<file path="src/rtl/dmem_arbiter.sv">
// Data-memory port arbiter between the CPU load/store path and a loader/debug master.
// Define DMEM_ARB_STARVE_EN to enable the loader starvation guard (forced bounded bursts).
module dmem_arbiter #(
    parameter int unsigned ADDR_W    = 32,
    parameter int unsigned DATA_W    = 32,
    parameter int unsigned MAX_WAIT  = 4,
    parameter int unsigned BURST_LEN = 2
) (
    input  logic              clk,
    input  logic              reset,
    input  logic              cpu_req,
    input  logic              cpu_we,
    input  logic [ADDR_W-1:0] cpu_addr,
    input  logic [DATA_W-1:0] cpu_wdata,
    output logic              cpu_gnt,
    output logic              cpu_stall,
    input  logic              ld_req,
    input  logic              ld_we,
    input  logic [ADDR_W-1:0] ld_addr,
    input  logic [DATA_W-1:0] ld_wdata,
    output logic              ld_gnt,
    output logic              mem_we,
    output logic [ADDR_W-1:0] mem_addr,
    output logic [DATA_W-1:0] mem_wdata,
    input  logic [DATA_W-1:0] mem_rdata,
    output logic [DATA_W-1:0] cpu_rdata,
    output logic [DATA_W-1:0] ld_rdata,
    output logic [15:0]       stall_cnt
);

    logic        cpu_gnt_raw;
    logic        ld_gnt_raw;
    logic [15:0] stall_cnt_q;

`ifdef DMEM_ARB_STARVE_EN
    localparam int unsigned WaitW = (MAX_WAIT > 1) ? $clog2(MAX_WAIT) : 1;
    localparam int unsigned BeatW = (BURST_LEN > 1) ? $clog2(BURST_LEN) : 1;
    localparam logic [WaitW-1:0] WaitLast = WaitW'(MAX_WAIT - 1);
    localparam logic [BeatW-1:0] BeatLast = BeatW'(BURST_LEN - 1);

    typedef enum logic {StCpu, StLd} state_e;

    state_e           state_q, state_d;
    logic [WaitW-1:0] wait_q, wait_d;
    logic [BeatW-1:0] beat_q, beat_d;

    always_ff @(posedge clk or negedge reset) begin
        if (!reset) begin
            state_q <= StCpu;
            wait_q  <= '0;
            beat_q  <= '0;
        end else begin
            state_q <= state_d;
            wait_q  <= wait_d;
            beat_q  <= beat_d;
        end
    end

    always_comb begin
        state_d     = state_q;
        wait_d      = wait_q;
        beat_d      = beat_q;
        cpu_gnt_raw = 1'b0;
        ld_gnt_raw  = 1'b0;
        unique case (state_q)
            StCpu: begin
                cpu_gnt_raw = cpu_req;
                ld_gnt_raw  = ld_req & ~cpu_req;
                if (ld_req && !ld_gnt_raw) begin
                    // Denied for MAX_WAIT consecutive cycles: hand the port to the loader.
                    if (wait_q == WaitLast) begin
                        state_d = StLd;
                        wait_d  = '0;
                        beat_d  = '0;
                    end else begin
                        wait_d = wait_q + WaitW'(1);
                    end
                end else begin
                    wait_d = '0;
                end
            end
            StLd: begin
                ld_gnt_raw = ld_req;
                wait_d     = '0;
                if (!ld_req || beat_q == BeatLast) begin
                    state_d = StCpu;
                    beat_d  = '0;
                end else begin
                    beat_d = beat_q + BeatW'(1);
                end
            end
            default: state_d = StCpu;
        endcase
    end

    assign cpu_stall = cpu_req & ~cpu_gnt_raw & reset;
`else
    assign cpu_gnt_raw = cpu_req;
    assign ld_gnt_raw  = ld_req & ~cpu_req;
    assign cpu_stall   = 1'b0;
`endif

    // Grants are forced low while reset is asserted so no access can reach memory.
    assign cpu_gnt = cpu_gnt_raw & reset;
    assign ld_gnt  = ld_gnt_raw & reset;

    always_comb begin
        mem_we    = 1'b0;
        mem_addr  = '0;
        mem_wdata = '0;
        if (cpu_gnt) begin
            mem_we    = cpu_we;
            mem_addr  = cpu_addr;
            mem_wdata = cpu_wdata;
        end else if (ld_gnt) begin
            mem_we    = ld_we;
            mem_addr  = ld_addr;
            mem_wdata = ld_wdata;
        end
    end

    assign cpu_rdata = mem_rdata;
    assign ld_rdata  = mem_rdata;

    always_ff @(posedge clk or negedge reset) begin
        if (!reset) begin
            stall_cnt_q <= '0;
        end else if (cpu_stall && stall_cnt_q != 16'hFFFF) begin
            stall_cnt_q <= stall_cnt_q + 16'd1;
        end
    end

    assign stall_cnt = stall_cnt_q;

endmodule

</file>
<file path="config.mk">
export PLATFORM = sky130hd
export DESIGN_NAME = dmem_arbiter
export DESIGN_NICKNAME = d
export VERILOG_FILES = /design/src/rtl/dmem_arbiter.sv
export SDC_FILE = /design/constraint.sdc
export NUM_CORES = 1
export LEC_CHECK = 0
export ABC_CLOCK_PERIOD_IN_PS = 870
export CORE_AREA = 2 2 121 123
export DETAILED_ROUTE_END_ITERATION = 10
export DIE_AREA = 0 0 123 125
export SYNTH_ARGS = -nofsm -noshare
export SYNTH_HDL_FRONTEND = slang
export SYNTH_SLANG_ARGS = --single-unit
</file>
<file path="constraint.sdc">
create_clock -name clk -period 0.87 [get_ports clk]
set_input_delay 0.087 -clock clk [delete_from_list [all_inputs] [get_ports clk]]
set_output_delay 0.087 -clock clk [all_outputs]
set_load 0.02 [all_outputs]
</file>
## After elaboration in Yosys (flattened, before gate mapping)

Index checks and enable logic that the tools add are counted.

| word-level totals | value |
|---|---|
| register bits | 0 |
| latch bits | 0 |
| memory bits (writable) | 0 |
| memory bits (read-only) | 0 |
| bits of input ports | 166 |
| output and inout bits | 148 |
| logic and storage cells | 10 |
| memories | 0 |

| cells by class | value |
|---|---|
| add/subtract/negate cells | 0 |
| multiply operators | 0 |
| divide/modulo/power cells | 0 |
| $lt $le $gt $ge | 0 |
| eq/ne operators | 0 |
| shift-type cells | 0 |
| multiplexer cells | 6 |
| bitwise gates (word level) | 4 |
| reduce and logical (&&, ||, !) cells | 0 |

Operators by type and width:

| kind | number |
|---|---|
| $mux 32 | 4 |
| $and 1x1->1 | 3 |
| $mux 1 | 2 |
| $not 1->1 | 1 |

## Longest topological paths before layout

Gate-level depths: netlist (run 1).

| depth | value |
|---|---|
| word-level depth | 5 |
| gate-level depth with buffers | 4 |
| gate-level depth less buffers | 2 |

## Least setup slack after synthesis (run 1)

OpenSTA, ideal clock, no wires.

| timing | value |
|---|---|
| kind | input port to output port |
| from | in ld_req |
| to | out mem_addr[23] |
| arrival | 0.812 ns |
| data required time | 0.783 ns |
| path slack | -0.029 ns |
| stages | 4 |
| path buffers | 2 |
| cell sequence | nor2b_2 buf_6 buf_6 a32o_1 |

| on the way | value |
|---|---|
| cells in the longest elaborated chain, start to end | 4 |

Ends and longest elaborated chain:

| what | RTL line | text |
|---|---|---|
| from (decl) | 17 | `input logic ld_req,` |
| $and 1x1->1 | 99 | `assign ld_gnt_raw = ld_req & ~cpu_req;` |
| $and 1x1->1 | 105 | `assign ld_gnt = ld_gnt_raw & reset;` |
| $mux 32 | 115 | `end else if (ld_gnt) begin` |
| $mux 32 | 111 | `if (cpu_gnt) begin` |
| to (decl) | 23 | `output logic [ADDR_W-1:0] mem_addr,` |

Every way passes these cells.

## Worst setup path after layout (run 1)

| timing | value |
|---|---|
| from | in ld_req |
| to | out mem_wdata[17] |

| on the way | value |
|---|---|
| cells in the longest elaborated chain, start to end | 4 |

Ends and longest elaborated chain:

| what | RTL line | text |
|---|---|---|
| $and 1x1->1 | 99 |  |
| $and 1x1->1 | 105 |  |
| $mux 32 | 115 |  |
| $mux 32 | 111 |  |
| to (decl) | 24 | `output logic [DATA_W-1:0] mem_wdata,` |

Every way passes these cells.

==> metrics, run 1 <==
die area=0.0154 mm²; cts hold-fix bufs=0; DP Area=0.00315 mm²; failing checks=negative setup slack; Cell Pwr Density=566 mW/mm²; RSZ-0062 raised after global routing=yes; Synth area leaders=a32o_1 45%, buf_4 42%, buf_6 7.8%, buf_2 3.1%, and2_4 0.60%; crit path cell chain=buf_6 -> nor2b_4 -> buf_6 -> buf_16 -> buf_6 -> a32o_2 -> buf_6; largest net degree at the start of global routing=50; sequential cell count=0; final core occ=24.0%; Setup Crit Path Kind=primary input to output port; max-cap violation count=0; fin cells=489; minimum hold slack=0.174 ns; routed vias=1,911; hold path cells=0; Tmin final=1.18 ns; Worst path most repeated cell=buf_6; WHS Endpoint=cpu_rdata[14]; Post-Syn Area=0.00145 mm²; Worst EP arrival=1.09 ns; first-pass GRT wire length=10,800 µm; Initial Util=10.2%; Gate Count Post-Synth=171; Sequential cell area=0 µm²; Clock power frac=0%; share of post-route cells with drive strength above 1=48.5%; Avg WL per Cell=17.7 µm; switching power=779 µW; io pins=314; vias in the first global route=1,863; Synth cell types=9; P_leak=1.60 nW; Final Instance Area=0.00340 mm²; Die Height=125 µm; final routed DRC violation total=0; # rows=44; final hold violations=0; DP HPWL=6240 µm; Max Clock Freq=848 MHz; Routed WL=8660 µm; final setup fails=66; setup slack after layout=-0.310 ns; global route overflow=0; fin nets=473; Antenna Cells=0; area delta synth->final=135%; drt first pass iters=4; sequential area share after synthesis=0%; Global Route Usage Sum=8.98%; Comb power frac=100.0%; largest delay contributor family on the critical path=buffers and inverters; max-slew violation count=0; initial antenna violation count=0; internal power=1.15 mW; DR vias/cell=3.91; Routed Antenna Nets=0; syn avg cell area=8.49 µm²; Fillers=1,493; dpl ws=-1.06 ns; endpoint type of the worst setup path=output port; top-area cell type share of the netlist area=44.8%; drt initial violations=47; sequential power share=0%; worst hold start=mem_rdata[14]; Worst EP required=0.78 ns; GPL Wtd Cong=0.789; die width=123 µm; clkbuf count=0; Bufs and invs on worst path=5; count of placed standard cells including taps=481; worst min path class=primary input to output port; Synth area leader=a32o_1; total core area=0.0142 mm²; outcome=complete, but fails checks; PortBufs=200; synth warn=0; CP max-delay cell=a32o_2; Final period util=136%; CP Max Fanout=7; maximum VDD drop=0.119 mV; Switching Share=40.5%; max incr delay on CP=0.26 ns; Worst setup SP type=primary input
## power groups by stage
stage	clock (mW)	sequential (mW)	combinational, mW
detailed placement	0	0	1.75
finish	0	0	1.93
floorplan	0	0	1.17
global placement	0	0	1.74
CTS	0	0	1.85
global route	0	0	2.01
## worst max-delay path by stage
stage | start | endpoint | slack (ns) | depth (start not counted)
2_1_floorplan | ld_req | mem_addr[23] | 0.03 | 4
4_1_cts | ld_req | mem_wdata[15] | -0.33 | 7
6_report | ld_req | mem_wdata[17] | -0.31 | 7
3_3_place_gp | ld_req | mem_addr[20] | -1.06 | 5
3_5_place_dp | cpu_req | mem_addr[20] | -1.06 | 5
5_1_grt | ld_req | mem_wdata[15] | -0.33 | 7
## cell families (layout without fill, tap and decap cells)
group	after synthesis	after routing	synth area share [%]
AO/OA/AOI/OAI	65	65	44.8
other	1	17	0.258
AND/OR/NAND/NOR	3	3	1.64
buffers and inverters	102	220	53.3
## timing repair
item | CTS | global route
setup buffers | 2 | 1
pin swaps | 9 | 10
gates cloned | 3 | 2
endpoints found under the setup margin | 67 | 67
resized for setup | 353 | 29
## routing by layer
metal | global-route usage, % | routed length (µm) | part of all wire (%) | vias up
met5 | 0 | 0 | 0 | -
met4 | 2.61 | 278 | 3.2 | 0
met3 | 1.92 | 968 | 11 | 22
met2 | 17.9 | 4440 | 51 | 134
met1 | 9.06 | 2970 | 34 | 896
li1 | - | - | - | 859
## cell usage after synthesis (all sizes together)
cell and n:
buf 100, nor2b 1, clkbuf 2, conb 1, and2 2, a32o 65
## through the flow
step	setup TNS (ns)	total power, mW
2_1_floorplan	0	1.17
3_3_place_gp	-65.08	1.74
3_5_place_dp	-65.62	1.75
4_1_cts	-14.72	1.85
5_1_grt	-16.54	2.01
6_report	-15.27	1.93
## cells in the final DEF (no fill, tap or decap), drive strengths merged
cell type      synthesis  layout
a32o                  65      65
buf                  100      88
clkbuf                 2       2
conb                   1      17
and2                   2       2
clkdlybuf4s50          0     130
nor2b                  1       1
## cell type report
type	instances	area (µm²)	share of cell area, %
Tap cell	184	230	6.76
Multi-Input combinational cell	85	815	23.9
Timing Repair Buffer	220	2360	69.3
Power figures use the tool's default switching activity.
==> inputs of run 2 (changes only) <==
--- a/config.mk
+++ b/config.mk
@@ -5,7 +5,6 @@
 export SDC_FILE = /design/constraint.sdc
 export NUM_CORES = 1
 export LEC_CHECK = 0
-export ABC_CLOCK_PERIOD_IN_PS = 870
 export CORE_AREA = 2 2 121 123
 export DETAILED_ROUTE_END_ITERATION = 10
 export DIE_AREA = 0 0 123 125
==> results of run 2 <==
No change in the layout: final DEF, timing and power equal those of run 1.
